==> src/rtl/adc_autorange.sv <==
// Automatic x1/x10 gain ranging for one ADC channel: windowed peak detection,
// immediate drop to x1 on near-clipping samples, and blanking after each change.
module adc_autorange #(
  parameter int unsigned SAMPLE_W      = 16,
  parameter int unsigned WINDOW        = 1024,
  parameter logic [15:0] LOW_THRESH    = 16'd2800,
  parameter logic [15:0] HIGH_THRESH   = 16'd31000,
  parameter logic [15:0] SETTLE_CYCLES = 16'd2000
) (
  input  logic                       clk_in,
  input  logic                       rst_in,
  input  logic                       auto_en,
  input  logic                       manual_x10,
  input  logic signed [SAMPLE_W-1:0] sample_in,
  input  logic                       sample_valid,
  output logic [1:0]                 gain_out,
  output logic                       settling,
  output logic                       range_change,
  output logic [SAMPLE_W-2:0]        peak_out,
  output logic                       peak_valid,
  output logic [1:0]                 fsm_state
);

  localparam int unsigned MW          = SAMPLE_W - 1;
  localparam logic [15:0] SETTLE_LOAD = SETTLE_CYCLES - 16'd1;
  localparam logic [15:0] WIN_LAST    = 16'(WINDOW - 1);

  typedef enum logic [1:0] {
    ST_MANUAL = 2'd0,
    ST_TRACK  = 2'd1,
    ST_SETTLE = 2'd2
  } state_t;

  state_t                state;
  logic [15:0]           settle_cnt;
  logic [15:0]           win_cnt;
  logic [MW-1:0]         peak_reg;
  logic                  gain_x10;

  logic [SAMPLE_W-1:0]   neg_sample;
  logic [MW-1:0]         mag;
  logic [MW-1:0]         win_max;
  logic                  is_clip;
  logic                  is_low;

  // Saturating magnitude: the most negative code maps to the largest positive one.
  always_comb begin
    neg_sample = -sample_in;
    mag        = sample_in[MW-1:0];
    if (sample_in[SAMPLE_W-1]) begin
      if (sample_in[MW-1:0] == '0) mag = '1;
      else                         mag = neg_sample[MW-1:0];
    end
    win_max = (mag > peak_reg) ? mag : peak_reg;
    is_clip = gain_x10 && (32'(mag) >= 32'(HIGH_THRESH));
    is_low  = 32'(win_max) < 32'(LOW_THRESH);
  end

  assign gain_out  = {1'b0, gain_x10};
  assign fsm_state = state;

  always_ff @(posedge clk_in or posedge rst_in) begin
    if (rst_in) begin
      state        <= ST_SETTLE;
      settle_cnt   <= SETTLE_LOAD;
      gain_x10     <= 1'b0;
      win_cnt      <= '0;
      peak_reg     <= '0;
      peak_out     <= '0;
      peak_valid   <= 1'b0;
      range_change <= 1'b0;
      settling     <= 1'b1;
    end else begin
      peak_valid   <= 1'b0;
      range_change <= 1'b0;
      // Manual mode overrides any decision made in the same cycle.
      if (!auto_en) begin
        state    <= ST_MANUAL;
        gain_x10 <= manual_x10;
        win_cnt  <= '0;
        peak_reg <= '0;
        settling <= 1'b0;
      end else begin
        case (state)
          ST_MANUAL: begin
            state      <= ST_SETTLE;
            settle_cnt <= SETTLE_LOAD;
            settling   <= 1'b1;
          end
          ST_SETTLE: begin
            if (settle_cnt == 16'd0) begin
              state    <= ST_TRACK;
              settling <= 1'b0;
              win_cnt  <= '0;
              peak_reg <= '0;
            end else begin
              settle_cnt <= settle_cnt - 16'd1;
            end
          end
          ST_TRACK: begin
            if (sample_valid) begin
              if (is_clip) begin
                gain_x10     <= 1'b0;
                range_change <= 1'b1;
                state        <= ST_SETTLE;
                settle_cnt   <= SETTLE_LOAD;
                settling     <= 1'b1;
                win_cnt      <= '0;
                peak_reg     <= '0;
              end else if (win_cnt == WIN_LAST) begin
                peak_out   <= win_max;
                peak_valid <= 1'b1;
                win_cnt    <= '0;
                peak_reg   <= '0;
                if (!gain_x10 && is_low) begin
                  gain_x10     <= 1'b1;
                  range_change <= 1'b1;
                  state        <= ST_SETTLE;
                  settle_cnt   <= SETTLE_LOAD;
                  settling     <= 1'b1;
                end
              end else begin
                peak_reg <= win_max;
                win_cnt  <= win_cnt + 16'd1;
              end
            end
          end
          default: begin
            state      <= ST_SETTLE;
            settle_cnt <= SETTLE_LOAD;
            settling   <= 1'b1;
          end
        endcase
      end
    end
  end

endmodule

==> config.mk <==
export PLATFORM = sky130hd
export DESIGN_NAME = adc_autorange
export DESIGN_NICKNAME = d
export VERILOG_FILES = /design/src/rtl/adc_autorange.sv
export SDC_FILE = /design/constraint.sdc
export NUM_CORES = 1
export LEC_CHECK = 0
export BUFFER_PORTS_ARGS = -buffer_cell sky130_fd_sc_hd__buf_2
export CAP_MARGIN = 20
export CORE_AREA = 5 5 92 137
export CTS_BUF_LIST = sky130_fd_sc_hd__clkbuf_4 sky130_fd_sc_hd__clkbuf_8
export CTS_CLUSTER_SIZE = 10
export DETAILED_ROUTE_END_ITERATION = 12
export DIE_AREA = 0 0 97 142
export PLACE_DENSITY_LB_ADDON = 0.08
export SYNTH_ARGS = -nofsm -noshare
export SYNTH_HDL_FRONTEND = slang
export SYNTH_SLANG_ARGS = --single-unit
==> constraint.sdc <==
create_clock -name clk_in -period 7.3 [get_ports clk_in]
set_input_delay 2.19 -clock clk_in [delete_from_list [all_inputs] [get_ports clk_in]]
set_output_delay 2.19 -clock clk_in [all_outputs]
set_load 0.1 [all_outputs]
==> impl_metrics.py, run 1 <==
metrics = {
    "critical_path": {
        "startpoint": "sample_in[9]",
        "crit_type": "in2reg",
        "r2r_start": "settle_cnt[0]$_DFFE_PP1P_",
        "r2r_setup_slack_ns": 4.06,
        "required_ns": 7.55,
        "path_delay_family": "simple AND/OR/NAND/NOR gates",
        "cp_slowest_cell": "or4_4",
        "cp-start-kind": "input port",
        "crit_fanout": 11,
        "cp_num_buf_inv": 3,
        "cpPeakStageDelay_ns": 0.60,
        "endpoint_kind": "flip-flop",
        "cp_cell_sequence": "buf_2 > or4_4 > or4_4 > a21o_1 > nor2_1 > inv_1 > ha_1 > nand4_1 > nor3_1 > o31ai_1 > a22o_1 > o211ai_1 > nor3_1 > a31oi_1 > and2_1 > inv_2 > o21ai_0",
        "worstPathArrival_ns": 6.21,
    },
    "synth": {
        "yosysTopAreaCell": "dfrtp_1",
        "synthArstFlopShare": 1.000,
        "synth_fp_nets": 554,
        "synth_xor_area_frac": 0.02796,
        "yosysWarnings": 0,
        "synth_top_family_by_area": "simple AND/OR/NAND/NOR gates",
        "ys_top_cells_by_area": "dfrtp_1 (33%), dfstp_2 (6.0%), ha_1 (5.1%)",
        "postSynthCellCount": 515,
        "yosys-top-cells-count": "dfrtp_1 (57), nand2_1 (55), nor2_1 (45)",
        "yosys_register_bits": 67,
        "synth_top_area_frac": 0.3252,
        "synth_compound_area_frac": 0.2111,
        "yosys_most_used_dff": "dfrtp_1",
        "synthMuxAreaShare": 0.01826,
        "synthAdderAreaFrac": 0.05136,
        "synth_seq_area_share": 0.3852,
        "avgSynthCellArea_um2": 8.515,
        "syn_area_mm2": 0.004385,
        "synth_edf_count": 0,
        "synth_most_common_cell": "dfrtp_1",
        "synth_simple_gate_area_share": 0.2388,
        "synth.distinct_cells": 64,
    },
    "final_layout": {
        "largestRegisters": "settle_cnt x16, win_cnt x16",
        "layout-drive-gt1-share": 0.1618,
        "layout.nets": 584,
        "antenna_cells": 0,
        "area_growth_pct": 11.81,
    },
    "detailed_routing": {
        "postRouteAntennaNets": 0,
        "drtIter0Drc": 173,
        "first_pass_iters": 4,
        "via_count": 3869,
        "drc": 0,
        "routedWlPerCell_um": 16.71,
        "wl_um": 11690,
        "via_per_inst": 5.527,
    },
    "clock_network": {
        "cts_tree": "done",
        "ctsHtreeMaxLevel": 3,
        "cts.sinks": 67,
        "cts_root_buffer": "clkbuf_8",
        "ctsResizeCount": 0,
        "cts_buffer_depth": 2,
        "clk_latency_ns": 0.34,
        "ctsHoldBuffers": 0,
        "post_cts_buffers": 0,
        "cts_made_buffers": 9,
        "path_clk_slew_ns": 0.08,
    },
    "placement": {
        "io_buffers": 41,
        "place_congestion": 0.8463,
        "place_hpwl_um": 8781,
        "place_ws_ns": 0.9981,
    },
    "timing": {
        "finalSetupViolCount": 0,
        "report.final.hold_viol_count": 0,
        "fin_ws_ns": 1.343,
        "slew_viol_final": 0,
        "fin_worst_skew_ns": 0.01130,
        "rsz0062_at_grt": "no",
        "period_minus_slack_ns": 5.957,
        "post-route-period-util": 0.8161,
        "fmax_ghz": 0.1679,
        "tns_ns": 0,
        "timing.slew.headroom": 0.3435,
        "tightest_slew_ns": 0.9847,
    },
    "global_routing": {
        "grt_usage": 0.1737,
        "grt_max_degree": 68,
        "grt_pass1_wl_um": 19320,
        "antenna_found_initial": 0,
        "overflow": 0,
        "grt_pass1_vias": 3878,
    },
    "power_and_ir_drop": {
        "leakagePower_nw": 2.174,
        "power_density_mw_per_mm2": 201.7,
        "ir_drop_uv": 95.31,
    },
    "hold_path": {
        "hold_class": "reg2reg",
        "min_from": "peak_out[5]$_DFFE_PP0P_",
    },
    "die": {
        "dieWidth_um": 97,
        "fp-row-count": 48,
        "dieHeight_um": 142,
        "io_pins": 43,
        "initial_utilization": 0.3864,
        "coreArea_mm2": 0.01135,
        "die-area_mm2": 0.01377,
    },
    "outcome": {
        "status": "complete, no violations",
    },
    "job": {
        "cap_violations": 0,
    },
}
[kinds of logic after synthesis]
kind of cell             after synthesis
AND/OR/NAND/NOR                      205
AO/OA/AOI/OAI                        138
flip-flops                            67
buffers and inverters                 64
adder cells (fa/ha/maj)               18
XOR/XNOR                              14
multiplexers                           8
other                                  1
[per-layer routing]
layer	up-vias	track usage	routed length, um
met3	25	0.03237	304
met1	1867	0.1803	4487
met5	-	0	0
met2	70	0.3428	6632
li1	1907	-	-
met4	0	0.06435	270
[stage by stage]
stage	instances	power [mW]	utilization	cell area, um2	hold slack [ns]
6_report	700	0.9889	0.4320	4903	0.4755
5_1_grt	700	1.045	0.4320	4903	0.5184
4_1_cts	700	1.006	0.4320	4903	0.4833
3_5_place_dp	684	0.6145	0.4105	4659	0.4646
3_3_place_gp	684	0.6118	0.4105	4659	0.4618
2_1_floorplan	515	0.5609	-	4385	0.4635
[where the power goes]
part / leakage (nW) / switching [mW] / internal, mW
combinational: 1.15 / 0.112 / 0.0566
sequential: 0.899 / 0.0304 / 0.407
clock: 0.124 / 0.151 / 0.232
[area by class of cell]
type	count	area, um2
Clock inverter	6	112.6
Fill cell	1140	6447
Clock buffer	10	131.4
Inverter	38	142.6
Tap cell	150	187.7
Multi-Input combinational cell	384	2405
Timing Repair Buffer	45	235.2
Sequential cell	67	1689
[worst reg2reg max path: stages, from the launching register on]
cell and delay (ns):
dfstp_2 0.39, inv_1 0.06, ha_1 0.20, nor3b_1 0.42, nand4_1 0.34, or4_1 0.53
and3_1 0.38, nor3_4 0.61, a22o_1 0.25
[path summary, 6_finish.rpt]
path                                        endpoint  cells past startpoint
max                        settle_cnt[4]$_DFFE_PP0P_                     17
min                          peak_out[5]$_DFFE_PP0P_                      2
max reg2reg                 peak_reg[11]$_DFFE_PP0P_                      8
min reg2reg                  peak_out[5]$_DFFE_PP0P_                      2
max in group asynchronous     win_cnt[1]$_DFFE_PP0P_                      3
min in group asynchronous    win_cnt[13]$_DFFE_PP0P_                      3
[cells in the final DEF, fill, tap and decap left out, drive strengths merged, types with 3 or more instances in the layout]
cell type	netlist	final
nor3	19	19
o21ai	40	40
o41ai	6	6
nand2b	7	7
nor4b	3	3
nor2	46	46
nand2	55	55
or3	13	13
xor2	10	10
or2	4	4
o22ai	3	3
and3	8	8
or4	5	5
bufinv	0	3
mux2i	8	8
a21o	4	4
clkbuf	15	10
buf	11	45
nand3	20	20
inv	38	39
a31oi	5	5
o2bb2ai	4	4
dfstp	10	10
nor4	6	6
a22o	17	17
o31ai	13	13
nand4	6	6
nor3b	3	3
ha	18	18
a21oi	28	28
xnor2	4	4
nand3b	3	3
dfrtp	57	57
Note: power is estimated with default switching activity, not from simulation.
==> run 2, diff against run 1 <==
==> constraint.sdc (replaced) <==
create_clock -name clk_in -period 5.2 [get_ports clk_in]
set_input_delay 1.56 -clock clk_in [delete_from_list [all_inputs] [get_ports clk_in]]
set_output_delay 1.56 -clock clk_in [all_outputs]
set_load 0.1 [all_outputs]
==> run 2 against run 1 <==
  * Hold slack better by 0.00082 ns
  * Cell area up 7.8%
  * Flip-flop and latch count stayed put
  * Critical path type unchanged
  * Setup slack worse by 1.1 ns
  * Sequential share of layout area down 2.5 points
  * Clock skew shrank 0.0012 ns
==> impl_metrics.py, run 2 (synthesized netlist as in run 1, its figures left out) <==
metrics = {
    "timing": {
        "period_minus_slack_ns": 4.945,
        "tightest_slew_ns": 0.5906,
        "post-route-period-util": 0.9509,
        "report.final.hold_viol_count": 0,
        "slew_viol_final": 0,
        "fmax_ghz": 0.2022,
        "finalSetupViolCount": 0,
        "fin_worst_skew_ns": 0.01011,
        "timing.slew.headroom": 0.6032,
        "hold_ws_ns": 0.4763,
    },
    "final_layout": {
        "final_common_cell": "dfrtp_1",
        "final_cell_mix": "dfrtp_1 (57), nand2_1 (55), buf_4 (48)",
        "antenna_cells": 0,
        "layout.nets": 631,
        "layout-drive-gt1-share": 0.2379,
        "fill_cells": 1130,
        "largestRegisters": "settle_cnt x16, win_cnt x16",
        "layout.cells.non_filler": 747,
        "area_growth_pct": 20.57,
    },
    "clock_network": {
        "ctsResizeCount": 0,
        "post_cts_buffers": 0,
        "path_clk_slew_ns": 0.08,
        "cts_buffer_depth": 2,
        "clk_latency_ns": 0.35,
        "cts_made_buffers": 9,
        "ctsHoldBuffers": 0,
        "cts_root_buffer": "clkbuf_8",
        "cts_tree": "done",
        "cts.sinks": 67,
        "ctsHtreeMaxLevel": 3,
    },
    "power_and_ir_drop": {
        "pwr-share-comb": 0.204,
        "clkPwrFrac": 0.335,
        "swShare": 0.3202,
        "ir_drop_uv": 107.9,
        "internal-power_mw": 0.9032,
        "p_sw_mw": 0.4254,
        "power_density_mw_per_mm2": 251.3,
        "leakagePower_nw": 2.395,
        "p_seq_frac": 0.461,
    },
    "die": {
        "dieHeight_um": 142,
        "dieWidth_um": 97,
        "initial_utilization": 0.3864,
        "io_pins": 43,
        "fp-row-count": 48,
        "coreArea_mm2": 0.01135,
        "die-area_mm2": 0.01377,
    },
    "detailed_routing": {
        "drc": 0,
        "via_per_inst": 5.373,
        "first_pass_iters": 5,
        "via_count": 4014,
        "postRouteAntennaNets": 0,
        "routedWlPerCell_um": 16.15,
        "wl_um": 12070,
        "drtIter0Drc": 155,
    },
    "critical_path": {
        "required_ns": 5.46,
        "worstPathArrival_ns": 5.20,
        "endpoint_kind": "flip-flop",
        "crit_type": "in2reg",
        "r2r_cells": 13,
        "cp-start-kind": "input port",
        "crit_fanout": 6,
    },
    "job": {
        "cap_violations": 0,
    },
    "placement": {
        "place_hpwl_um": 9477,
        "io_buffers": 41,
        "place_congestion": 0.8356,
        "dp.cells": 730,
    },
    "outcome": {
        "status": "complete, no violations",
    },
    "hold_path": {
        "hold_class": "reg2reg",
        "holdPathStages": 2,
    },
    "global_routing": {
        "antenna_found_initial": 0,
        "grt_pass1_wl_um": 20410,
        "grt_max_degree": 50,
        "overflow": 0,
        "grt_usage": 0.1833,
        "grt_pass1_vias": 4132,
    },
}
run 2: worst max-delay path, stage by stage:
cell,delay (ns)
buf_2,0.10
or4_4,0.57
buf_4,0.17
nor4_1,0.26
buf_4,0.17
nand3b_1,0.16
nand2_1,0.18
ha_1,0.24
nand2_1,0.09
o21ai_0,0.15
a221oi_2,0.32
a22o_1,0.22
o211ai_1,0.15
nor3_2,0.20
a31oi_1,0.08
and2_1,0.20
buf_4,0.16
o31ai_1,0.22
run 2: power groups by stage:
stage | combinational [mW] | clock, mW | sequential [mW]
global placement | 0.266 | 0 | 0.621
global route | 0.306 | 0.479 | 0.621
CTS | 0.271 | 0.460 | 0.612
floorplan | 0.177 | 0 | 0.613
finish | 0.272 | 0.445 | 0.612
detailed placement | 0.270 | 0 | 0.622
run 2: worst paths after layout:
kind | start | end | slack, ns
max | sample_in[9] | settle_cnt[10]$_DFFE_PP1P_ | 0.26
min | peak_out[12]$_DFFE_PP0P_ | peak_out[12]$_DFFE_PP0P_ | 0.48
max reg2reg | settle_cnt[1]$_DFFE_PP1P_ | settle_cnt[4]$_DFFE_PP0P_ | 2.12
min reg2reg | peak_out[12]$_DFFE_PP0P_ | peak_out[12]$_DFFE_PP0P_ | 0.48
max in group asynchronous | rst_in | settle_cnt[8]$_DFFE_PP1P_ | 3.47
min in group asynchronous | rst_in | peak_out[13]$_DFFE_PP0P_ | 1.14
run 2: metal layers:
metal | wire length, um | vias to the layer above | track usage
met2 | 7135 | 60 | 0.3766
met1 | 4484 | 1937 | 0.1861
li1 | - | 2003 | -
met3 | 244 | 14 | 0.02894
met4 | 201 | 0 | 0.05547
met5 | 0 | - | 0
run 2: final cells by class:
cell class                      count  area (um2)  share of cell area
Tap cell                          150       187.7             0.03549
Timing Repair Buffer               92       625.6              0.1183
Clock buffer                        9       123.9             0.02343
Inverter                           38       142.6             0.02698
Sequential cell                    67        1689              0.3195
Multi-Input combinational cell    384        2444              0.4621
Clock inverter                      7       75.07             0.01420
run 2: metrics by stage:
step / setup WS [ns] / util / setup TNS [ns] / power (mW) / area (um2)
6_report: 0.2551 / 0.4658 / 0 / 1.329 / 5288
5_1_grt: -0.005492 / 0.4658 / -0.005492 / 1.406 / 5288
4_1_cts: 0.1636 / 0.4618 / 0 / 1.342 / 5241
3_5_place_dp: -0.1891 / 0.4442 / -2.417 / 0.8918 / 5042
3_3_place_gp: -0.07030 / 0.4442 / -0.3736 / 0.8871 / 5042
2_1_floorplan: 0.01709 / - / 0 / 0.7899 / 4408
==> run 3, diff against run 2 <==
--- a/config.mk
+++ b/config.mk
@@ -12,6 +12,7 @@
 export CTS_CLUSTER_SIZE = 10
 export DETAILED_ROUTE_END_ITERATION = 12
 export DIE_AREA = 0 0 97 142
+export MAX_ROUTING_LAYER = met4
 export PLACE_DENSITY_LB_ADDON = 0.08
 export SYNTH_ARGS = -nofsm -noshare
 export SYNTH_HDL_FRONTEND = slang
==> run 3 against run 2 <==
  * Combinational power barely moved
  * Hold slack got worse by 0.00066 ns
  * Die area did not move
  * Largest power group unchanged
  * Flip-flop and latch count did not move
  * Largest cell class unchanged
==> impl_metrics.py, run 3 (synthesized netlist as in run 1, its figures left out) <==
metrics = {
    "clock_network": {
        "path_clk_slew_ns": 0.08,
        "cts_root_buffer": "clkbuf_8",
        "clk_latency_ns": 0.35,
        "cts_tree": "done",
        "cts_made_buffers": 9,
        "cts.sinks": 67,
        "cts_buffer_depth": 2,
        "post_cts_buffers": 0,
        "ctsHtreeMaxLevel": 3,
    },
    "global_routing": {
        "antenna_found_initial": 0,
        "grt_pass1_wl_um": 20420,
        "grt_use_met1": 0.1880,
        "overflow": 0,
        "use_met2": 0.3752,
        "grt_max_degree": 50,
        "top_usage_layer": "met2",
        "met3_usage": 0.02894,
        "grt_usage": 0.1891,
        "grt_pass1_vias": 4137,
    },
    "detailed_routing": {
        "drc": 0,
        "drtIter0Drc": 128,
        "first_pass_iters": 4,
        "postRouteAntennaNets": 0,
        "via_per_inst": 5.378,
        "wl_um": 12170,
        "via_count": 4017,
        "routedWlPerCell_um": 16.29,
    },
    "critical_path": {
        "path_delay_family": "simple AND/OR/NAND/NOR gates",
        "cp_common_cell": "buf_4",
        "cp-start-kind": "input port",
        "crit_type": "in2reg",
        "crit_fanout": 6,
        "cp_num_buf_inv": 4,
        "cp_slowest_cell": "or4_4",
        "worstPathArrival_ns": 5.20,
        "required_ns": 5.46,
        "r2r_setup_slack_ns": 2.09,
        "endpoint_kind": "flip-flop",
        "cpPeakStageDelay_ns": 0.57,
        "cp_cell_sequence": "buf_2 > or4_4 > buf_4 > nor4_1 > buf_4 > nand3b_1 > nand2_1 > ha_1 > nand2_1 > o21ai_0 > a221oi_2 > a22o_1 > o211ai_1 > nor3_2 > a31oi_1 > and2_1 > buf_4 > o31ai_1",
    },
    "final_layout": {
        "area_growth_pct": 20.57,
        "layout-drive-gt1-share": 0.2379,
        "largestRegisters": "settle_cnt x16, win_cnt x16",
        "final_common_cell": "dfrtp_1",
        "layout.cells.non_filler": 747,
        "layout.nets": 631,
        "antenna_cells": 0,
        "final_cell_mix": "dfrtp_1 (57), nand2_1 (55), buf_4 (48)",
    },
    "placement": {
        "io_buffers": 41,
        "place_congestion": 0.8485,
        "place_hpwl_um": 9477,
        "place_ws_ns": -0.1891,
        "dp.cells": 730,
    },
    "power_and_ir_drop": {
        "pwr-share-comb": 0.204,
        "p_seq_frac": 0.460,
        "clkPwrFrac": 0.336,
        "power_density_mw_per_mm2": 251.8,
        "swShare": 0.3218,
        "ir_drop_uv": 108.0,
        "leakagePower_nw": 2.395,
        "internal-power_mw": 0.9032,
        "p_sw_mw": 0.4285,
        "finalPower_mw": 1.332,
    },
    "timing": {
        "fmax_ghz": 0.2025,
        "post-route-period-util": 0.9498,
        "fin_ws_ns": 0.2611,
        "fin_worst_skew_ns": 0.01017,
        "timing.slew.headroom": 0.5856,
        "report.final.hold_viol_count": 0,
        "finalSetupViolCount": 0,
        "slew_viol_final": 0,
        "tightest_slew_ns": 0.6168,
        "hold_ws_ns": 0.4757,
        "period_minus_slack_ns": 4.939,
    },
    "die": {
        "initial_utilization": 0.3864,
        "coreArea_mm2": 0.01135,
        "die-area_mm2": 0.01377,
        "fp-row-count": 48,
        "dieHeight_um": 142,
        "io_pins": 43,
        "dieWidth_um": 97,
    },
    "hold_path": {
        "hold_class": "reg2reg",
    },
    "job": {
        "cap_violations": 0,
    },
    "outcome": {
        "status": "complete, no violations",
    },
}
run 3: cell counts in the layout (fill, tap and decap cells not counted):
No cell type changed its count.
run 3: metrics by stage:
stage / util / instance area, um2 / TNS, ns
global placement: 0.4442 / 5042 / -0.3736
detailed placement: 0.4442 / 5042 / -2.417
global route: 0.4658 / 5288 / -0.005486
finish: 0.4658 / 5288 / 0
floorplan: - / 4408 / 0
CTS: 0.4618 / 5241 / 0
run 3: layout make-up:
class,count,area [um2]
tap,150,187.7
clock inverter,7,75.07
multi-input combinational,384,2444
inverter,38,142.6
clock buffer,9,123.9
sequential,67,1689
fill,1130,6063
timing repair buffer,92,625.6
run 3: power by group through the flow:
stage | registers, mW | clock network (mW) | logic (mW)
4_1_cts | 0.612 | 0.460 | 0.271
3_5_place_dp | 0.622 | 0 | 0.270
5_1_grt | 0.621 | 0.479 | 0.306
6_report | 0.612 | 0.447 | 0.272
3_3_place_gp | 0.621 | 0 | 0.266
2_1_floorplan | 0.613 | 0 | 0.177
run 3: timing repair:
item,in CTS,in global routing
endpoints found under the hold margin,0,0
gates resized for setup,0,5
hold buffers,0,0
setup endpoints to repair,0,15
run 3: path summary, 6_finish.rpt:
path | to | cells past startpoint | from
hold / removal | peak_out[12]$_DFFE_PP0P_ | 2 | peak_out[12]$_DFFE_PP0P_
setup reg to reg | settle_cnt[4]$_DFFE_PP0P_ | 13 | settle_cnt[1]$_DFFE_PP1P_
max in group asynchronous | settle_cnt[1]$_DFFE_PP1P_ | 3 | rst_in
min in group asynchronous | peak_out[9]$_DFFE_PP0P_ | 2 | rst_in
hold reg to reg | peak_out[12]$_DFFE_PP0P_ | 2 | peak_out[12]$_DFFE_PP0P_
setup / recovery | settle_cnt[10]$_DFFE_PP1P_ | 18 | sample_in[9]
run 3: metal layers:
layer	vias up	routed length, um
met2	62	7100
met5	-	0
met1	1933	4574
li1	2005	-
met3	17	263
met4	0	227
run 3: worst min-delay path: cells and delay by family (launching register included):
kind               cells  cell delay (ns)
DFF                    1             0.34
AOI/OAI and AO/OA      1             0.06
and+or+nand+nor        1             0.04
